### src/rtl/oled_spi_rx_monitor.sv
// oled_spi_rx_monitor: oversampled SPI byte decoder with command/data tags, FWFT FIFO and link statistics
module oled_spi_rx_monitor #(
    parameter int DEPTH       = 4,
    parameter int TIMEOUT     = 1000,
    parameter int SYNC_STAGES = 2
) (
    input  logic        clock,
    input  logic        reset,
    input  logic        spi_clk,
    input  logic        spi_data,
    input  logic        spi_dc_n,
    input  logic        oled_reset_n,
    output logic [7:0]  rx_data,
    output logic        rx_is_data,
    output logic        rx_valid,
    input  logic        rx_ready,
    output logic        overflow,
    output logic        framing_err,
    output logic [15:0] data_count,
    output logic [15:0] cmd_count,
    output logic        busy
);
    localparam int AW = $clog2(DEPTH);
    localparam int IW = $clog2(TIMEOUT + 1);
    logic [3:0]    sync_q [SYNC_STAGES];
    logic [3:0]    sync_d [SYNC_STAGES];
    logic [8:0]    mem_q [DEPTH];
    logic [8:0]    mem_d [DEPTH];
    logic [3:0]    s;
    logic          sclk_prev_q, sclk_prev_d, sclk_rise, timeout, done, pop, full, push;
    logic [6:0]    shreg_q, shreg_d;
    logic [2:0]    bit_cnt_q, bit_cnt_d;
    logic [IW-1:0] idle_q, idle_d;
    logic [AW:0]   wr_q, wr_d, rd_q, rd_d;
    logic [8:0]    head_q, head_d;
    logic          rx_valid_q, rx_valid_d, overflow_q, overflow_d, ferr_q, ferr_d;
    logic [15:0]   data_count_q, data_count_d, cmd_count_q, cmd_count_d;

    always_comb begin
        sync_d[0] = {oled_reset_n, spi_dc_n, spi_data, spi_clk};
        for (int i = 1; i < SYNC_STAGES; i++) sync_d[i] = sync_q[i-1];
        s = sync_q[SYNC_STAGES-1];
        sclk_prev_d = s[0];
        // panel reset (s[3] low) masks edges and drops any partial byte
        sclk_rise = s[0] & ~sclk_prev_q & s[3];
        timeout = bit_cnt_q != 3'd0 && !sclk_rise && idle_q == IW'(TIMEOUT - 1);
        done = sclk_rise && bit_cnt_q == 3'd7;
        shreg_d = sclk_rise ? {shreg_q[5:0], s[1]} : shreg_q;
        bit_cnt_d = (!s[3] || timeout) ? 3'd0 : bit_cnt_q + 3'(sclk_rise);
        idle_d = (!s[3] || timeout || sclk_rise || bit_cnt_q == 3'd0) ? '0 : idle_q + 1'b1;
        pop = rx_valid_q & rx_ready;
        full = (wr_q - rd_q) == (AW+1)'(DEPTH);
        push = done && (!full || pop);
        mem_d = mem_q;
        if (push) mem_d[wr_q[AW-1:0]] = {s[2], shreg_q, s[1]};
        wr_d = wr_q + (AW+1)'(push);
        rd_d = rd_q + (AW+1)'(pop);
        // head registers only see entries committed before this cycle
        rx_valid_d = wr_q != rd_d;
        head_d = mem_q[rd_d[AW-1:0]];
        overflow_d = overflow_q | (done & full & ~pop);
        ferr_d = ferr_q | timeout;
        data_count_d = data_count_q + 16'(done && s[2] && data_count_q != 16'hFFFF);
        cmd_count_d = cmd_count_q + 16'(done && !s[2] && cmd_count_q != 16'hFFFF);
    end

    always_ff @(posedge clock) begin
        if (reset) begin
            for (int i = 0; i < SYNC_STAGES; i++) sync_q[i] <= '0;
            for (int i = 0; i < DEPTH; i++) mem_q[i] <= '0;
            sclk_prev_q  <= 1'b0;
            shreg_q      <= '0;
            bit_cnt_q    <= '0;
            idle_q       <= '0;
            wr_q         <= '0;
            rd_q         <= '0;
            head_q       <= '0;
            rx_valid_q   <= 1'b0;
            overflow_q   <= 1'b0;
            ferr_q       <= 1'b0;
            data_count_q <= '0;
            cmd_count_q  <= '0;
        end else begin
            sync_q       <= sync_d;
            mem_q        <= mem_d;
            sclk_prev_q  <= sclk_prev_d;
            shreg_q      <= shreg_d;
            bit_cnt_q    <= bit_cnt_d;
            idle_q       <= idle_d;
            wr_q         <= wr_d;
            rd_q         <= rd_d;
            head_q       <= head_d;
            rx_valid_q   <= rx_valid_d;
            overflow_q   <= overflow_d;
            ferr_q       <= ferr_d;
            data_count_q <= data_count_d;
            cmd_count_q  <= cmd_count_d;
        end
    end

    assign {rx_is_data, rx_data} = head_q;
    assign rx_valid    = rx_valid_q;
    assign overflow    = overflow_q;
    assign framing_err = ferr_q;
    assign data_count  = data_count_q;
    assign cmd_count   = cmd_count_q;
    assign busy        = bit_cnt_q != 3'd0;
endmodule
### config.mk
export PLATFORM = sky130hd
export DESIGN_NAME = oled_spi_rx_monitor
export DESIGN_NICKNAME = d
export VERILOG_FILES = /design/src/rtl/oled_spi_rx_monitor.sv
export SDC_FILE = /design/constraint.sdc
export NUM_CORES = 1
export LEC_CHECK = 0
export ABC_AREA = 1
export ABC_CLOCK_PERIOD_IN_PS = 2000
export CELL_PAD_IN_SITES_DETAIL_PLACEMENT = 2
export CELL_PAD_IN_SITES_GLOBAL_PLACEMENT = 2
export CORE_ASPECT_RATIO = 1.75
export CORE_UTILIZATION = 25
export CTS_CLUSTER_SIZE = 16
export DETAILED_ROUTE_END_ITERATION = 8
export PLACE_DENSITY_LB_ADDON = 0.1
export SYNTH_ARGS = -nofsm -noshare
export SYNTH_HDL_FRONTEND = slang
export SYNTH_SLANG_ARGS = --single-unit
export TNS_END_PERCENT = 50
### constraint.sdc
create_clock -name clock -period 2 [get_ports clock]
set_input_delay 0.5 -clock clock [delete_from_list [all_inputs] [get_ports clock]]
set_output_delay 0.5 -clock clock [all_outputs]
set_load 0.03 [all_outputs]
After elaboration in Yosys (flattened, before gate mapping)
Cells that the tools add are included.
{"block": "classes", "addsub": 7, "order_cmp": 3, "eq_ne": 6, "mux": 6, "bitwise": 11, "n_reduce_logical": 21}
{"op": "$bwmux 36", "n": 1}
{"op": "$add 16x1->16", "n": 2}
{"op": "$ne 16x16->1 const B", "n": 2}
{"op": "$mux 9", "n": 3}
{"op": "$bmux 9 s2", "n": 1}
{"op": "$demux 9 s2", "n": 1}
{"op": "$add 10x1->10 const B", "n": 1}
{"op": "$eq 10x10->1 const B", "n": 1}
{"op": "$add 3x1->3", "n": 3}
{"op": "$logic_and 1x1->1", "n": 9}
{"op": "$eq 3x3->1 const B", "n": 2}
{"op": "$ge 3x3->1 const B", "n": 2}
{"op": "$not 2->3", "n": 2}
{"op": "$and 1x1->1", "n": 5}
{"op": "$logic_not 1->1", "n": 4}
{"op": "$logic_or 1x1->1", "n": 4}
{"op": "$reduce_or 2->1", "n": 2}
{"op": "$logic_not 3->1", "n": 1}
{"op": "$lt 3x1->1 const B", "n": 1}
{"op": "$ne 3x3->1", "n": 1}
{"op": "$reduce_bool 3->1", "n": 1}
{"op": "$sub 3x3->3", "n": 1}
{"op": "$not 1->1", "n": 2}
{"op": "$or 1x1->1", "n": 2}
{"block": "totals", "regBits": 115, "in_bits": 7, "out_inout_bits": 45, "wordCells": 72}

Longest topological paths before layout
Gate-level depths: netlist of run 1.
{"block": "depth", "ltp_word": 10, "depth_mapped": 15, "depth_no_buf": 14}

Worst setup path after synthesis of run 1
Ideal clock, no wire load.
{"block": "synth_timing", "path_kind": "register to register", "startpoint": "register sync_q (netlist bit s[3])", "endpoint": "register cmd_count_q[8], in the netlist cmd_count[8]", "setup_time_ps": 119, "arrival_ps": 2059, "required_ps": 1881, "slack_ps": -178, "path_stages_with_launch": 13, "path_buffers": 1, "synth_period_minus_slack_ps": 2178, "path_cell_list": "dfxtp_1 nand3_4 nor2_4 buf_2 nand2_1 a31oi_1 ha_1 ha_1 nand3_1 nor2_1 nand3_1 o21ai_0 a21oi_1"}
{"block": "synth_between", "elab_chain_len": 5}
{"item": "start, declared", "line": "25", "rtl": "logic [3:0] sync_q [SYNC_STAGES];"}
{"item": "start signal, assigned", "line": "84", "rtl": "sync_q <= sync_d;"}
{"item": "$and 1x1->1", "line": "45", "rtl": "sclk_rise = s[0] & ~sclk_prev_q & s[3];"}
{"item": "$logic_and 1x1->1", "line": "47", "rtl": "done = sclk_rise && bit_cnt_q == 3'd7;"}
{"item": "$logic_and 1x1->1 (2 in a row)", "line": "64", "rtl": "cmd_count_d = cmd_count_q + 16'(done && !s[2] && cmd_count_q != 16'hFFFF);"}
{"item": "$add 16x1->16", "line": "64"}
{"item": "end signal, assigned", "line": "97", "rtl": "cmd_count_q <= cmd_count_d;"}
{"item": "end, declared", "line": "37", "rtl": "logic [15:0] data_count_q, data_count_d, cmd_count_q, cmd_count_d;"}
Every way passes these cells.
A chain may end at the register's enable or synchronous reset.

Worst setup path after layout of run 1
{"block": "layout_timing", "startpoint": "register bit_cnt_q[0]", "endpoint": "register data_count_q[14], in the netlist data_count[14]"}
{"block": "layout_between", "elab_chain_len": 5}
{"item": "start, declared", "line": "32", "rtl": "logic [2:0] bit_cnt_q, bit_cnt_d;"}
{"item": "start signal, assigned", "line": "88", "rtl": "bit_cnt_q <= bit_cnt_d;"}
{"item": "$eq 3x3->1", "line": "47"}
{"item": "$logic_and 1x1->1", "line": "47"}
{"item": "$logic_and 1x1->1 (2 in a row)", "line": "63", "rtl": "data_count_d = data_count_q + 16'(done && s[2] && data_count_q != 16'hFFFF);"}
{"item": "$add 16x1->16", "line": "63"}
{"item": "end signal, assigned", "line": "96", "rtl": "data_count_q <= data_count_d;"}
{"item": "end, declared", "line": "37"}
Every way passes these cells.

==> reports/metrics.yaml, run 1 <==
r2r_cells: 14
synth-seq-cells: 115
avgRoutedWirePerCell_um: 15.8
htree_levels: 4
grt_pass1_wl_mm: 28.8
synth_cell_types: 31
post-dp-hpwl_mm: 13.4
power.density_mw_per_mm2: 721
numCtsBuffers: 17
rsz0062_at_grt: "true"
clk_latency_ns: 0.42
port-buffer-count: 51
yosys.area.top_type: "dfxtp_1"
nNetsFinal: 879
max_slew_margin_pct: 76.5
rr_startpoint: "bit_cnt_q[0]"
wl_mm: 17.6
crit_fanout: 3
track_usage_pct: 17.1
drt_iter0_drc: 70
synth-seq-area-share_pct: 43.1
vias: 5121
setup_violations: 3
cp-startpoint: "bit_cnt_q[0]"
gp_congestion: 0.785
rows: 70
overflow: 0
p_int_mw: 4.15
crit_end: "data_count[14]"
cts-root-buf: "clkbuf_16"
path_clk_slew_ns: 0.05
vias_per_cell: 4.58
seqPwrFrac_pct: 43.7
synth-warning-count: 0
cp.arrival_ns: 2.40
required_ns: 2.36
synth.area.top_cells: "dfxtp_1, inv_1, nand2_1"
drt_first_pass_iters: 4
power_leakage_nw: 3.13
power.total_mw: 5.28
drv_cap: 0
first_global_vias: 5717
fin_worst_skew_ns: 0.00572
tritoncts: "yes"
synth_area_per_cell_um2: 7.17
pin_count: 52
antenna_found_initial: 0
worst-setup-path-type: "flip-flop to flip-flop"
syn-num-nets: 767
setup_ws_ns: -0.0454
combPwrFrac_pct: 2.1
coreArea_mm2: 0.0209
synth_top_cell_area_share_pct: 43.1
clkPwrFrac_pct: 54.2
p_switching_mw: 1.14
worst_pin_slew_ns: 0.353
reg2reg_slack_ns: -0.05
diodes: 0
die_h_um: 195
finalHoldViolCount: 0
violations: "negative setup slack"
area_growth_pct: 37.1
irDropWorstVdd_mv: 0.443
layout_min_cycle_time_ns: 2.05
worst_setup_path_start_kind: "flip-flop"
status: "finished with violations"
drc: 0
die_w_um: 113
reg2reg_to: "data_count[14]"
grt_max_degree: 50
syn_inst: 745
switching_share_pct: 21.5
die-area_mm2: 0.0220
cts_buffer_depth: 2
endpoint_kind: "flip-flop"
netlist_area_mm2: 0.00534
post-route-period-util_pct: 102
drive_gt1_share_pct: 19.3
initial_utilization_pct: 25.5
cts.sinks: 115
max_freq_mhz: 489
post-place-ws_ns: -0.278
hp-class: "flip-flop to flip-flop"
drv_slew: 0
ant_nets: 0
==> worst min-delay path by stage <==
stage	start	end	slack [ns]	cells past startpoint
floorplan	sync_d[0]	s[0]	0.38	2
global placement	sync_d[0]	s[0]	0.38	2
detailed placement	sync_d[0]	s[0]	0.40	2
CTS	sync_d[3]	s[3]	0.41	2
global route	sync_d[1]	s[1]	0.43	2
finish	sync_d[3]	s[3]	0.40	2
==> metrics by stage <==
stage | util, % | cells | setup TNS (ns) | instance area [um2] | hold WS (ns)
after global placement | 31.5 | 1083 | -1.73 | 6590 | 0.384
final | 35.0 | 1119 | -0.0952 | 7320 | 0.400
after detailed placement | 31.5 | 1083 | -2.89 | 6590 | 0.396
after CTS | 34.0 | 1112 | -0.0520 | 7130 | 0.409
after global routing | 35.0 | 1119 | -1.53 | 7320 | 0.433
after floorplan | - | 745 | -0.196 | 5400 | 0.381
==> cell usage in the layout, fill, tap and decap left out, drive strengths merged, types with 12 or more instances in the layout <==
| master | count |
|---|---|
| inv | 143 |
| nand2 | 136 |
| dfxtp | 115 |
| nor2 | 111 |
| buf | 69 |
| a21oi | 51 |
| nand4 | 39 |
| o21ai | 36 |
| dlygate4sd2 | 29 |
| nand3 | 27 |
| clkbuf | 23 |
| clkdlybuf4s50 | 18 |
| ha | 15 |
| xnor2 | 12 |
==> cell type report <==
type,instances,area (um2)
clock buffer,23,488
multi-input combinational,458,2540
inverter,146,548
fill,2447,13600
sequential,115,2320
clock inverter,6,55.1
tap,252,315
timing repair buffer,119,1050
==> synth_stat cells, drive strengths merged <==
cell type / number
a21oi: 51
ha: 15
buf: 16
o21a: 3
o21bai: 2
a31oi: 4
nand2: 136
clkbuf: 10
o21ba: 1
nand4: 39
nor3: 9
xnor2: 12
o21ai: 36
nor2: 111
xor2: 6
nor3b: 2
inv: 143
clkinv: 3
nand3: 27
dfxtp: 115
or2: 4
==> kinds of logic (layout without fill, tap and decap cells) <==
| kind of cell | count (synthesis) | after routing | share of synthesized area, % |
|---|---|---|---|
| xor gates and xnor gates | 18 | 18 | 2.95 |
| AOI/OAI and AO/OA | 97 | 97 | 9.51 |
| DFF | 115 | 115 | 43.1 |
| buffers and inverters | 172 | 294 | 12.6 |
| adders and majority gates | 15 | 15 | 3.51 |
| and+or+nand+nor | 328 | 328 | 28.3 |
==> state kept, by name, summed over array words and instances (netlist names), 3 cells and up <==
register    cells
wr_q            3
data_count     16
idle_q         10
s               4
cmd_count      16
sync_d          4
mem_q          36
shreg_q         7
bit_cnt_q       3
head_q          9
rd_q            3
==> critical path, stage by stage (launching register included) <==
cell and delay (ns):
dfxtp_2 0.34, nand3_2 0.10, nor2_4 0.16, inv_2 0.07, nor3_2 0.18, ha_2 0.27, buf_4 0.13, buf_6 0.09
ha_4 0.13, nand3_4 0.08, nor2_4 0.11, nand3_2 0.09, nand2_1 0.08, inv_1 0.05, nor2_2 0.10
==> per-layer routing <==
layer  wire, um  vias to the layer above  part of all wire (%)  track usage [%]
li1           -                     2538                     -                -
met1       6570                     2486                    37             16.3
met2      10200                       70                    58             34.2
met3        438                       27                   2.5             3.48
met4        425                        0                   2.4             7.80
met5          0                        -                     0                0
==> timing repair <==
item	CTS	global route
hold buffers	0	0
pin swaps	7	19
endpoints found under the setup margin	39	25
resized for setup	41	48
setup buffers	0	7
==> power groups by stage <==
stage / registers (mW) / clock network, mW / logic, mW
after floorplan: 2.35 / 0 / 0.0647
after global placement: 2.36 / 0 / 0.109
after detailed placement: 2.36 / 0 / 0.113
after CTS: 2.31 / 2.97 / 0.114
after global routing: 2.31 / 3.04 / 0.125
final: 2.31 / 2.86 / 0.111
No activity file was read; power rests on OpenSTA's default activity.
==> run 2: changes to the inputs <==
--- a/config.mk
+++ b/config.mk
@@ -6,7 +6,6 @@
 export NUM_CORES = 1
 export LEC_CHECK = 0
 export ABC_AREA = 1
-export ABC_CLOCK_PERIOD_IN_PS = 2000
 export CELL_PAD_IN_SITES_DETAIL_PLACEMENT = 2
 export CELL_PAD_IN_SITES_GLOBAL_PLACEMENT = 2
 export CORE_ASPECT_RATIO = 1.75
==> results of run 2 <==
Same layout as run 1: the final DEF is identical, and so are final timing and power.
==> run 3: changes to the inputs <==
--- a/config.mk
+++ b/config.mk
@@ -12,7 +12,7 @@
 export CORE_UTILIZATION = 25
 export CTS_CLUSTER_SIZE = 16
 export DETAILED_ROUTE_END_ITERATION = 8
-export PLACE_DENSITY_LB_ADDON = 0.1
+export PLACE_DENSITY_LB_ADDON = 0.2
 export SYNTH_ARGS = -nofsm -noshare
 export SYNTH_HDL_FRONTEND = slang
 export SYNTH_SLANG_ARGS = --single-unit
==> constraint.sdc (replaced) <==
create_clock -name clock -period 1.95 [get_ports clock]
set_input_delay 0.4875 -clock clock [delete_from_list [all_inputs] [get_ports clock]]
set_output_delay 0.4875 -clock clock [all_outputs]
set_load 0.03 [all_outputs]
==> run 3 against run 2 <==
Setup slack improved by 0.0048 ns. Core utilization is 1.7 points higher. Highest routed layer unchanged. The flow still finishes with violations (negative setup slack). Critical path type unchanged. Final cell count increased by 1.3%. Die area did not move. Critical path depth fell by 1. Clock power rose by 31%. Via count up 2.4%. Sequential power grew 3%. Worst hold slack worse by 0.11 ns. Sequential cell count did not move. Sequential share of layout area is 1.5 points lower. Routed wire length grew 6.7%.
==> reports/metrics.yaml, run 3 (synthesis results as in run 1) <==
utilization_pct: 36.7  # +1.7 points
worst_setup_path_start_kind: "flip-flop"
avgRoutedWirePerCell_um: 16.6  # +5.4%
place_inst: 1086  # +0.28%
largest_reg_flops: 36  # unchanged
mostFrequentLayoutCell: "inv_1"
drv_cap: 0  # unchanged
cts-root-buf: "clkbuf_16"
post-route-period-util_pct: 102  # -0.19 points
layout_min_cycle_time_ns: 1.99  # -0.0548 ns
max_freq_mhz: 502  # +2.8%
die_w_um: 113  # unchanged
numCtsBuffers: 17  # unchanged
status: "finished with violations"
final_cell_mix: "inv_1, nand2_1, dfxtp_1"
drive_gt1_share_pct: 21.7  # +2.4 points
required_ns: 2.26  # -0.10 ns
endpoint_kind: "flip-flop"
coreArea_mm2: 0.0209  # unchanged
cts_buffer_depth: 2  # unchanged
multi_input_area_mm2: 0.00266  # +4.6%
rows: 70  # unchanged
post-place-ws_ns: -0.278  # +0.0000350 ns
tritoncts: "yes"
setup_ws_ns: -0.0406  # +0.00478 ns
diodes: 0  # unchanged
worst_pin_slew_ns: 0.470  # +0.117 ns
worst-setup-path-type: "flip-flop to flip-flop"
regMostFlops: "mem_q"
first_global_vias: 5952  # +4.1%
fillers: 2416  # -1.3%
die-area_mm2: 0.0220  # unchanged
ant_nets: 0  # unchanged
port-buffer-count: 51  # unchanged
irDropWorstVdd_mv: 0.423  # -4.4%
post_layout_nonfiller_instances: 1133  # +1.3%
vias_per_cell: 4.63  # +1.2%
area_growth_pct: 43.8
power.total_mw: 6.23  # +18%
antenna_found_initial: 0  # unchanged
drv_slew: 0  # unchanged
setup_violations: 5  # +2
cts.sinks: 115  # unchanged
fin_worst_skew_ns: 0.00863  # +0.00291 ns
drt_first_pass_iters: 4  # unchanged
hp-class: "primary input to flip-flop"
regArea_mm2: 0.00232  # about the same
drc: 0  # unchanged
violations: "negative setup slack"
finalHoldViolCount: 0  # unchanged
rsz0062_at_grt: "true"
die_h_um: 195  # unchanged
pin_count: 52  # unchanged
nNetsFinal: 891  # +1.4%
max_slew_margin_pct: 68.6  # -7.8 points
wl_mm: 18.8  # +6.7%
grt_pass1_wl_mm: 30.4  # +5.4%
power.density_mw_per_mm2: 810  # +12%
gp_congestion: 0.783  # -0.29%
post-dp-hpwl_mm: 13.5  # +0.32%
grt_max_degree: 44  # -12%
drt_iter0_drc: 94  # +34%
crit_fanout: 3  # unchanged
htree_levels: 4  # unchanged
initial_utilization_pct: 25.5  # unchanged
fin_area_mm2: 0.00768  # +4.9%
vias: 5246  # +2.4%
track_usage_pct: 18.0  # +0.96 points
place_area_mm2: 0.00663  # +0.57%
path_clk_slew_ns: 0.06  # about the same
clk_latency_ns: 0.43  # about the same
overflow: 0  # unchanged
power_leakage_nw: 3.34  # +6.6%
cp.arrival_ns: 2.30  # -0.10 ns
## run 3: changes by cell type in the layout (fill, tap and decap cells not counted), moves of 4 or more
cell | previous run | this run
clkinv_2 | 5 | 0
bufinv_16 | 1 | 7
clkdlybuf4s50_1 | 18 | 11
dlygate4sd2_1 | 29 | 36
o21ai_1 | 8 | 3
nand2_1 | 131 | 127
buf_4 | 61 | 71
## run 3: worst max-delay path: stages, from the launching register on
cell     delay [ns]
dfxtp_2        0.36
inv_4          0.05
nor3_4         0.20
nand3_2        0.11
nor3_2         0.23
nor3_2         0.09
ha_4           0.20
ha_4           0.18
inv_4          0.06
nor2_4         0.05
inv_4          0.10
nor2_4         0.04
o21ai_2        0.14
a21oi_1        0.05
## run 3: per-stage QoR
| step | hold WS (ns) | TNS [ns] |
|---|---|---|
| finish | 0.288 | -0.113 |
| global route | 0.308 | -1.79 |
| CTS | 0.272 | -0.481 |
| detailed placement | 0.407 | -4.19 |
| global placement | 0.388 | -1.73 |
| floorplan | 0.381 | -0.684 |
## run 3: path summary, 6_finish.rpt
| path | start | to | slack (ns) | depth (start not counted) |
|---|---|---|---|---|
| min | reset | s[3] | 0.29 | 2 |
| max reg2reg | data_count[9] | data_count[8] | -0.04 | 13 |
| max | data_count[9] | data_count[8] | -0.04 | 13 |
| min reg2reg | sync_d[2] | s[2] | 0.41 | 2 |
## run 3: per-layer routing
metal	part of all wire [%]	GRT usage, %	wire length [um]	up-vias
met3	2.8	3.79	528	35
met2	59	37.2	11200	81
met1	35	16.4	6570	2564
met5	0	0	0	-
met4	3.0	7.85	567	0
li1	-	-	-	2566
## run 3: timing repair
action                                  CTS  global route
buffers inserted                          8             8
hold buffers                              0             0
pin swaps                                20            23
endpoints found under the setup margin   57            29
resized for setup                        77            34
## run 3: layout make-up
cell class / instances / area share, %
clock buffer: 22 / 6.04
clock inverter: 9 / 2.93
inverter: 146 / 7.23
multi-input combinational: 458 / 34.6
sequential: 115 / 30.2
tap: 252 / 4.10
timing repair buffer: 131 / 14.9
## run 3: report_power, final
group	switching (mW)	internal (mW)	total (mW)
logic	0.0738	0.0393	0.113
clock network	1.16	2.59	3.75
registers	0.00468	2.36	2.37
total	1.24	4.99	6.23
